--- src/rtl/jstk_move_gen_if.sv ---
// Move-event handshake bundle between the joystick move generator and its consumer.
// The producer holds valid/dir until ready; drop flags an event lost while one was pending.
`timescale 1ns/1ps
interface jstk_move_gen_if;
  logic       move_valid;
  logic       move_ready;
  logic [1:0] move_dir;
  logic       move_drop;

  modport master (output move_valid, output move_dir, output move_drop, input move_ready);
  modport slave  (input move_valid, input move_dir, input move_drop, output move_ready);
endinterface

--- src/rtl/jstk_move_gen.sv ---
// Debounced, priority-encoded, auto-repeating joystick move events; first event one cycle after the
// DEB_CYCLES-th stable sample. Backpressure: held until ready; events arriving while stalled are dropped.
`timescale 1ns/1ps
module jstk_move_gen #(
  parameter int DEB_CYCLES    = 500000,
  parameter int REPEAT_DELAY  = 50000000,
  parameter int REPEAT_PERIOD = 20000000,
  parameter bit REPEAT_EN     = 1'b1,
  parameter int CNT_W         = 26
) (
  input  logic            clk,
  input  logic            rst,
  input  logic [3:0]      dir_in,
  output logic [3:0]      dir_held,
  jstk_move_gen_if.master mv
);

  typedef enum logic [1:0] {IDLE, DEBOUNCE, HELD, REPEAT} state_t;

  localparam logic [CNT_W-1:0] DEB_LAST = CNT_W'(DEB_CYCLES - 1);
  localparam logic [CNT_W-1:0] DLY_LAST = CNT_W'(REPEAT_DELAY - 1);
  localparam logic [CNT_W-1:0] PER_LAST = CNT_W'(REPEAT_PERIOD - 1);
  localparam bit               DEB_ONE  = (DEB_CYCLES == 1);

  state_t           state_q, state_d;
  logic [1:0]       ldir_q, ldir_d;
  logic [CNT_W-1:0] cnt_q, cnt_d, cnt_inc;
  logic             valid_q, valid_d;
  logic [1:0]       mdir_q, mdir_d;
  logic             drop_q, drop_d;
  logic [3:0]       held_q, held_d;
  logic             cand_vld;
  logic [1:0]       cand;
  logic             restart;
  logic             issue;

  // Fixed priority up > down > left > right.
  always_comb begin
    cand_vld = |dir_in;
    cand     = 2'd3;
    if (dir_in[3])      cand = 2'd0;
    else if (dir_in[2]) cand = 2'd1;
    else if (dir_in[1]) cand = 2'd2;
  end

  always_comb begin
    state_d = state_q;
    ldir_d  = ldir_q;
    cnt_d   = cnt_q;
    restart = 1'b0;
    issue   = 1'b0;
    cnt_inc = (&cnt_q) ? cnt_q : cnt_q + CNT_W'(1);

    case (state_q)
      IDLE: begin
        if (cand_vld) restart = 1'b1;
      end
      DEBOUNCE: begin
        if (!cand_vld) begin
          state_d = IDLE;
          cnt_d   = '0;
        end else if (cand != ldir_q) begin
          restart = 1'b1;
        end else if (cnt_q == DEB_LAST) begin
          state_d = HELD;
          cnt_d   = '0;
          issue   = 1'b1;
        end else begin
          cnt_d = cnt_inc;
        end
      end
      HELD: begin
        if (!cand_vld) begin
          state_d = IDLE;
          cnt_d   = '0;
        end else if (cand != ldir_q) begin
          restart = 1'b1;
        end else if (REPEAT_EN) begin
          if (cnt_q == DLY_LAST) begin
            state_d = REPEAT;
            cnt_d   = '0;
            issue   = 1'b1;
          end else begin
            cnt_d = cnt_inc;
          end
        end
      end
      REPEAT: begin
        if (!cand_vld) begin
          state_d = IDLE;
          cnt_d   = '0;
        end else if (cand != ldir_q) begin
          restart = 1'b1;
        end else if (cnt_q == PER_LAST) begin
          cnt_d = '0;
          issue = 1'b1;
        end else begin
          cnt_d = cnt_inc;
        end
      end
      default: begin
        state_d = IDLE;
        cnt_d   = '0;
      end
    endcase

    // A new direction counts as its own first sample; with a 1-sample filter it is accepted at once.
    if (restart) begin
      ldir_d = cand;
      if (DEB_ONE) begin
        state_d = HELD;
        cnt_d   = '0;
        issue   = 1'b1;
      end else begin
        state_d = DEBOUNCE;
        cnt_d   = CNT_W'(1);
      end
    end
  end

  always_comb begin
    valid_d = valid_q;
    mdir_d  = mdir_q;
    drop_d  = 1'b0;
    if (valid_q && mv.move_ready) valid_d = 1'b0;
    if (issue) begin
      if (!valid_q || mv.move_ready) begin
        valid_d = 1'b1;
        mdir_d  = ldir_d;
      end else begin
        drop_d = 1'b1;
      end
    end
    held_d = ((state_d == HELD) || (state_d == REPEAT)) ? (4'b1000 >> ldir_d) : 4'b0000;
  end

  always_ff @(posedge clk or negedge rst) begin
    if (!rst) begin
      state_q <= IDLE;
      ldir_q  <= 2'd0;
      cnt_q   <= '0;
      valid_q <= 1'b0;
      mdir_q  <= 2'd0;
      drop_q  <= 1'b0;
      held_q  <= 4'b0000;
    end else begin
      state_q <= state_d;
      ldir_q  <= ldir_d;
      cnt_q   <= cnt_d;
      valid_q <= valid_d;
      mdir_q  <= mdir_d;
      drop_q  <= drop_d;
      held_q  <= held_d;
    end
  end

  assign mv.move_valid = valid_q;
  assign mv.move_dir   = mdir_q;
  assign mv.move_drop  = drop_q;
  assign dir_held      = held_q;

endmodule
--- src/flat_wrapper.sv ---
// flat-port wrapper written by rule: the top's interface ports become plain ports
module jstk_move_gen_flat 
#(
  parameter int DEB_CYCLES    = 500000,
  parameter int REPEAT_DELAY  = 50000000,
  parameter int REPEAT_PERIOD = 20000000,
  parameter bit REPEAT_EN     = 1'b1,
  parameter int CNT_W         = 26
)
  (clk, rst, dir_in, dir_held, mv_move_valid, mv_move_dir, mv_move_drop, mv_move_ready);
  jstk_move_gen_if mv_i ();
  input  logic clk;
  input  logic rst;
  input  logic [3:0] dir_in;
  output logic [3:0] dir_held;
  output wire logic [$bits(mv_i.move_valid)-1:0] mv_move_valid;
  output wire logic [$bits(mv_i.move_dir)-1:0] mv_move_dir;
  output wire logic [$bits(mv_i.move_drop)-1:0] mv_move_drop;
  input wire logic [$bits(mv_i.move_ready)-1:0] mv_move_ready;
  assign mv_move_valid = mv_i.move_valid;
  assign mv_move_dir = mv_i.move_dir;
  assign mv_move_drop = mv_i.move_drop;
  assign mv_i.move_ready = mv_move_ready;
  jstk_move_gen #(.DEB_CYCLES(DEB_CYCLES), .REPEAT_DELAY(REPEAT_DELAY), .REPEAT_PERIOD(REPEAT_PERIOD), .REPEAT_EN(REPEAT_EN), .CNT_W(CNT_W)) u_core (.clk(clk), .rst(rst), .dir_in(dir_in), .dir_held(dir_held), .mv(mv_i));
endmodule
--- config.mk ---
export PLATFORM = sky130hd
export DESIGN_NAME = jstk_move_gen_flat
export DESIGN_NICKNAME = d
export VERILOG_FILES = /design/src/rtl/jstk_move_gen_if.sv /design/src/rtl/jstk_move_gen.sv /design/src/flat_wrapper.sv
export SDC_FILE = /design/constraint.sdc
export NUM_CORES = 1
export LEC_CHECK = 0
export CAP_MARGIN = 0
export CORE_ASPECT_RATIO = 2
export CORE_UTILIZATION = 40
export CTS_BUF_LIST = sky130_fd_sc_hd__clkbuf_8
export CTS_CLUSTER_SIZE = 12
export DETAILED_ROUTE_END_ITERATION = 10
export PLACE_DENSITY = 0.57
export SLEW_MARGIN = 30
export SYNTH_ARGS = -nofsm -noshare
export SYNTH_HDL_FRONTEND = slang
export SYNTH_SLANG_ARGS = --single-unit
--- constraint.sdc ---
create_clock -name clk -period 4.4 [get_ports clk]
set_input_delay 0.66 -clock clk [delete_from_list [all_inputs] [get_ports clk]]
set_output_delay 0.66 -clock clk [all_outputs]
set_load 0.01 [all_outputs]
==> qor.csv <==
stage,metric,value,unit
clock_tree,CTS tree,yes,
placed_design,DP HPWL,4.34,mm
drt,DR iter-0 viols,66,
setup_path,CP max-delay cell,clkdlybuf4s50_1,
clock_tree,htree depth,2,
placed_design,gpl congestion,0.826,
drt,Remaining DRCs,0,
floorplanning,# rows,38,
sta,Fmax,349,MHz
sta,Final setup viols,0,
status,status,"complete, no violations",
synthesis,"FFs w/ async S/R, synth",100,%
synthesis,"EDFF count, synth",0,
global_routing,grt total ovfl,0,
layout,area of the multi-input gates,1240,um^2
layout,Layout area overhead,13.7,%
pwr,maximum VDD drop,231,uV
floorplanning,Die Ht,108,um
sta,Hold Fails Final Rpt,0,
clock_tree,Clock Sinks,38,
drt,met2 routed WL,3.20,mm
setup_path,crit path kind,in2reg,
global_routing,global-route usage over all layers,21.6,%
synthesis,Synthesis Warnings,0,
drt,Antenna Violating Nets Remaining,0,
floorplanning,Ports,15,
drt,met3 WL,182,um
sta,Slew Limit Fails,0,
pwr,Tot Pwr,0.916,mW
setup_path,CP Max Fanout,5,
clock_tree,total CTS buffers,5,
synthesis,syn avg cell area,8.87,um^2
drt,DR pass1 iterations,4,
layout,nets@finish,283,
hold_path,worst min path class,in2async,
floorplanning,core area,5420,um^2
clock_tree,hold-fix buffers at CTS,0,
synthesis,post-synthesis sequential area ratio,42.2,%
setup_path,crit-path cells,clkdlybuf4s50_1 > or2b_1 > o21ai_2 > o21ai_1 > or3_1 > or2_1 > or4_1 > o21ai_0,
drt,final wirelength,5.84,mm
pwr,Lkg Pwr,1.08,nW
synthesis,Compound-Gate Fraction of Synth Area,12.0,%
sta,worst-margin pin slew,0.819,ns
global_routing,vias in the first global route,1954,
clock_tree,clk_lat worst skew,0.29,ns
clock_tree,Root Driver,clkbuf_8,
layout,fillers,532,
sta,"Worst Setup Slack, final",1.54,ns
sta,max-slew headroom at the worst pin,45.4,%
layout,layout cells sized above 1,7.72,%
synthesis,main flop type after synthesis,dfrtp_1,
drt,DR WL/cell,17.6,um
setup_path,Critical Path End Type,flip-flop,
synthesis,post-synth net total,266,
placed_design,Port Buffers,14,
sta,RSZ-0062 raised after global routing,false,
synthesis,post-synthesis adder-cell area fraction,2.78,%
synthesis,synthesized cell area,2250,um^2
clock_tree,"Clk pin slew, worst setup/hold paths",0.08,ns
synthesis,Post-Synth Simple-Gate Area,33.0,%
setup_path,worst path bufs/invs,1,
drt,DR top layer,met4,
setup_path,WP depth,8,
synthesis,mux contribution to synthesized area,0.999,%
placed_design,Post-Place Setup Slack,1.19,ns
setup_path,critical path arrival,3.08,ns
global_routing,first-pass GRT wire length,9.20,mm
synthesis,post-synthesis xor/xnor area fraction,6.22,%
sta,Hold Worst Slack,0.326,ns
drt,wl on met1,2.18,mm
layout,Sequential Area,951,um^2
setup_path,required time of the critical path,4.62,ns
setup_path,Reg2Reg Depth,8,
setup_path,Startpoint Class,primary input,
global_routing,largest net degree at the start of global routing,39,
sta,Final Skew,0.00870,ns
run,Max Cap Viol,0,
sta,"Min Clock Period, post-route",2.86,ns
setup_path,Worst path max stage delay,0.50,ns
clock_tree,Max clock buf depth,2,
pwr,pwr dens,357,nW/um^2
synthesis,Cell variety after synth,52,
layout,Inserted Diodes,0,
synthesis,largest family of logic cells by synthesized area,simple AND/OR/NAND/NOR gates,
setup_path,largest delay contributor family on the critical path,simple AND/OR/NAND/NOR gates,
floorplanning,Starting Density,41.6,%
clock_tree,post_cts resized,0,
sta,crit share post-route,65.1,%
floorplanning,die width,55.1,um
synthesis,Post-Synthesis Cells,254,
clock_tree,setup bufs post-CTS,0,
drt,vias,1995,
drt,Via density,6.01,
synthesis,synthesized flop and latch total,38,
floorplanning,Die Area,5960,um^2
sta,Setup Total Neg Slack,0,ns
global_routing,antenna violations before repair,0,
## cell usage after synthesis (all sizes together), types with 2 or more instances
master | n | area [um^2]
dfrtp | 38 | 951
nor2 | 37 | 146
nand2 | 17 | 63.8
nand3 | 17 | 85.1
a21oi | 13 | 65.1
nand4 | 13 | 81.3
xor2 | 13 | 114
inv | 9 | 33.8
and3 | 8 | 50.1
o21ai | 8 | 43.8
nor3 | 7 | 40.0
nor4 | 7 | 50.1
ha | 5 | 62.6
or4 | 5 | 37.5
a31oi | 4 | 25.0
and4 | 4 | 35.0
buf | 3 | 17.5
clkbuf | 3 | 11.3
nand2b | 3 | 18.8
nand3b | 3 | 22.5
nor3b | 3 | 22.5
o22ai | 3 | 18.8
xnor2 | 3 | 26.3
a21o | 2 | 15.0
and2 | 2 | 12.5
mux2 | 2 | 22.5
nor4b | 2 | 17.5
o31ai | 2 | 15.0
or2 | 2 | 12.5
## worst paths after layout
kind | from | endpoint | slack [ns]
max | dir_in[2] | u_core.cnt_q[3] | 1.54
min | rst | u_core.ldir_q[0] | 0.33
max reg2reg | u_core.cnt_q[7] | u_core.cnt_q[7] | 1.74
min reg2reg | u_core.mv.move_dir[0] | u_core.mv.move_dir[0] | 0.51
max in group asynchronous | rst | u_core.mv.move_valid | 3.71
min in group clk | u_core.mv.move_dir[0] | u_core.mv.move_dir[0] | 0.51
## sequential cells by signal, summed over array words and instances, names as in the netlist
register              cells
u_core.mv.move_drop       1
u_core.mv.move_dir        2
u_core.ldir_q             2
u_core.state_q            2
u_core.mv.move_valid      1
u_core.dir_held           4
u_core.cnt_q             26
## power breakdown
part / internal (mW) / leakage, nW / switching [mW]
Clock: 0.158 / 0.0575 / 0.125
Combinational: 0.0830 / 0.501 / 0.149
Sequential: 0.371 / 0.519 / 0.0292
Total: 0.612 / 1.08 / 0.304
## placed cells by master (no fill, tap or decap), types with 2 or more instances in the layout
cell and n:
dfrtp_1 38, nor2_1 36, nand2_1 17, nand3_1 17
a21oi_1 13, nand4_1 13, xor2_1 13, clkdlybuf4s50_1 13
inv_1 9, and3_1 8, clkbuf_8 8, nor4_1 6
o21ai_0 6, nor3_1 6, or4_1 5, ha_1 5
a31oi_1 4, and4_1 4, nand2b_1 3, xnor2_1 3
nand3b_1 3, nor3b_1 3, o22ai_1 3, buf_4 3
nor4b_1 2, o31ai_1 2, a21o_1 2, and2_1 2
mux2_2 2
## stage by stage
step | utilization [%] | area, um^2 | instances
global route | 47.3 | 2560 | 332
detailed placement | 45.2 | 2450 | 324
finish | 47.3 | 2560 | 332
global placement | 45.2 | 2450 | 324
CTS | 47.2 | 2560 | 332
floorplan | - | 2250 | 254
## cell type report
type                       count  area share (%)
clock buffer                   8            4.30
inverter                       9            1.32
multi-input combinational    201            48.4
sequential                    38            37.1
tap                           60            2.93
timing repair buffer          16            5.96
## kinds of logic after synthesis
group,after synthesis
AND/OR/NAND/NOR,136
AO/OA/AOI/OAI,42
flip-flops,38
XOR/XNOR,16
buffers and inverters,15
adder cells (fa/ha/maj),5
multiplexers,2
## metal layers
metal	GRT usage (%)	vias up
met5	0	-
met4	12.0	0
met3	3.38	21
met2	39.4	59
met1	21.4	953
li1	-	962
(Power assumes the default switching activity.)
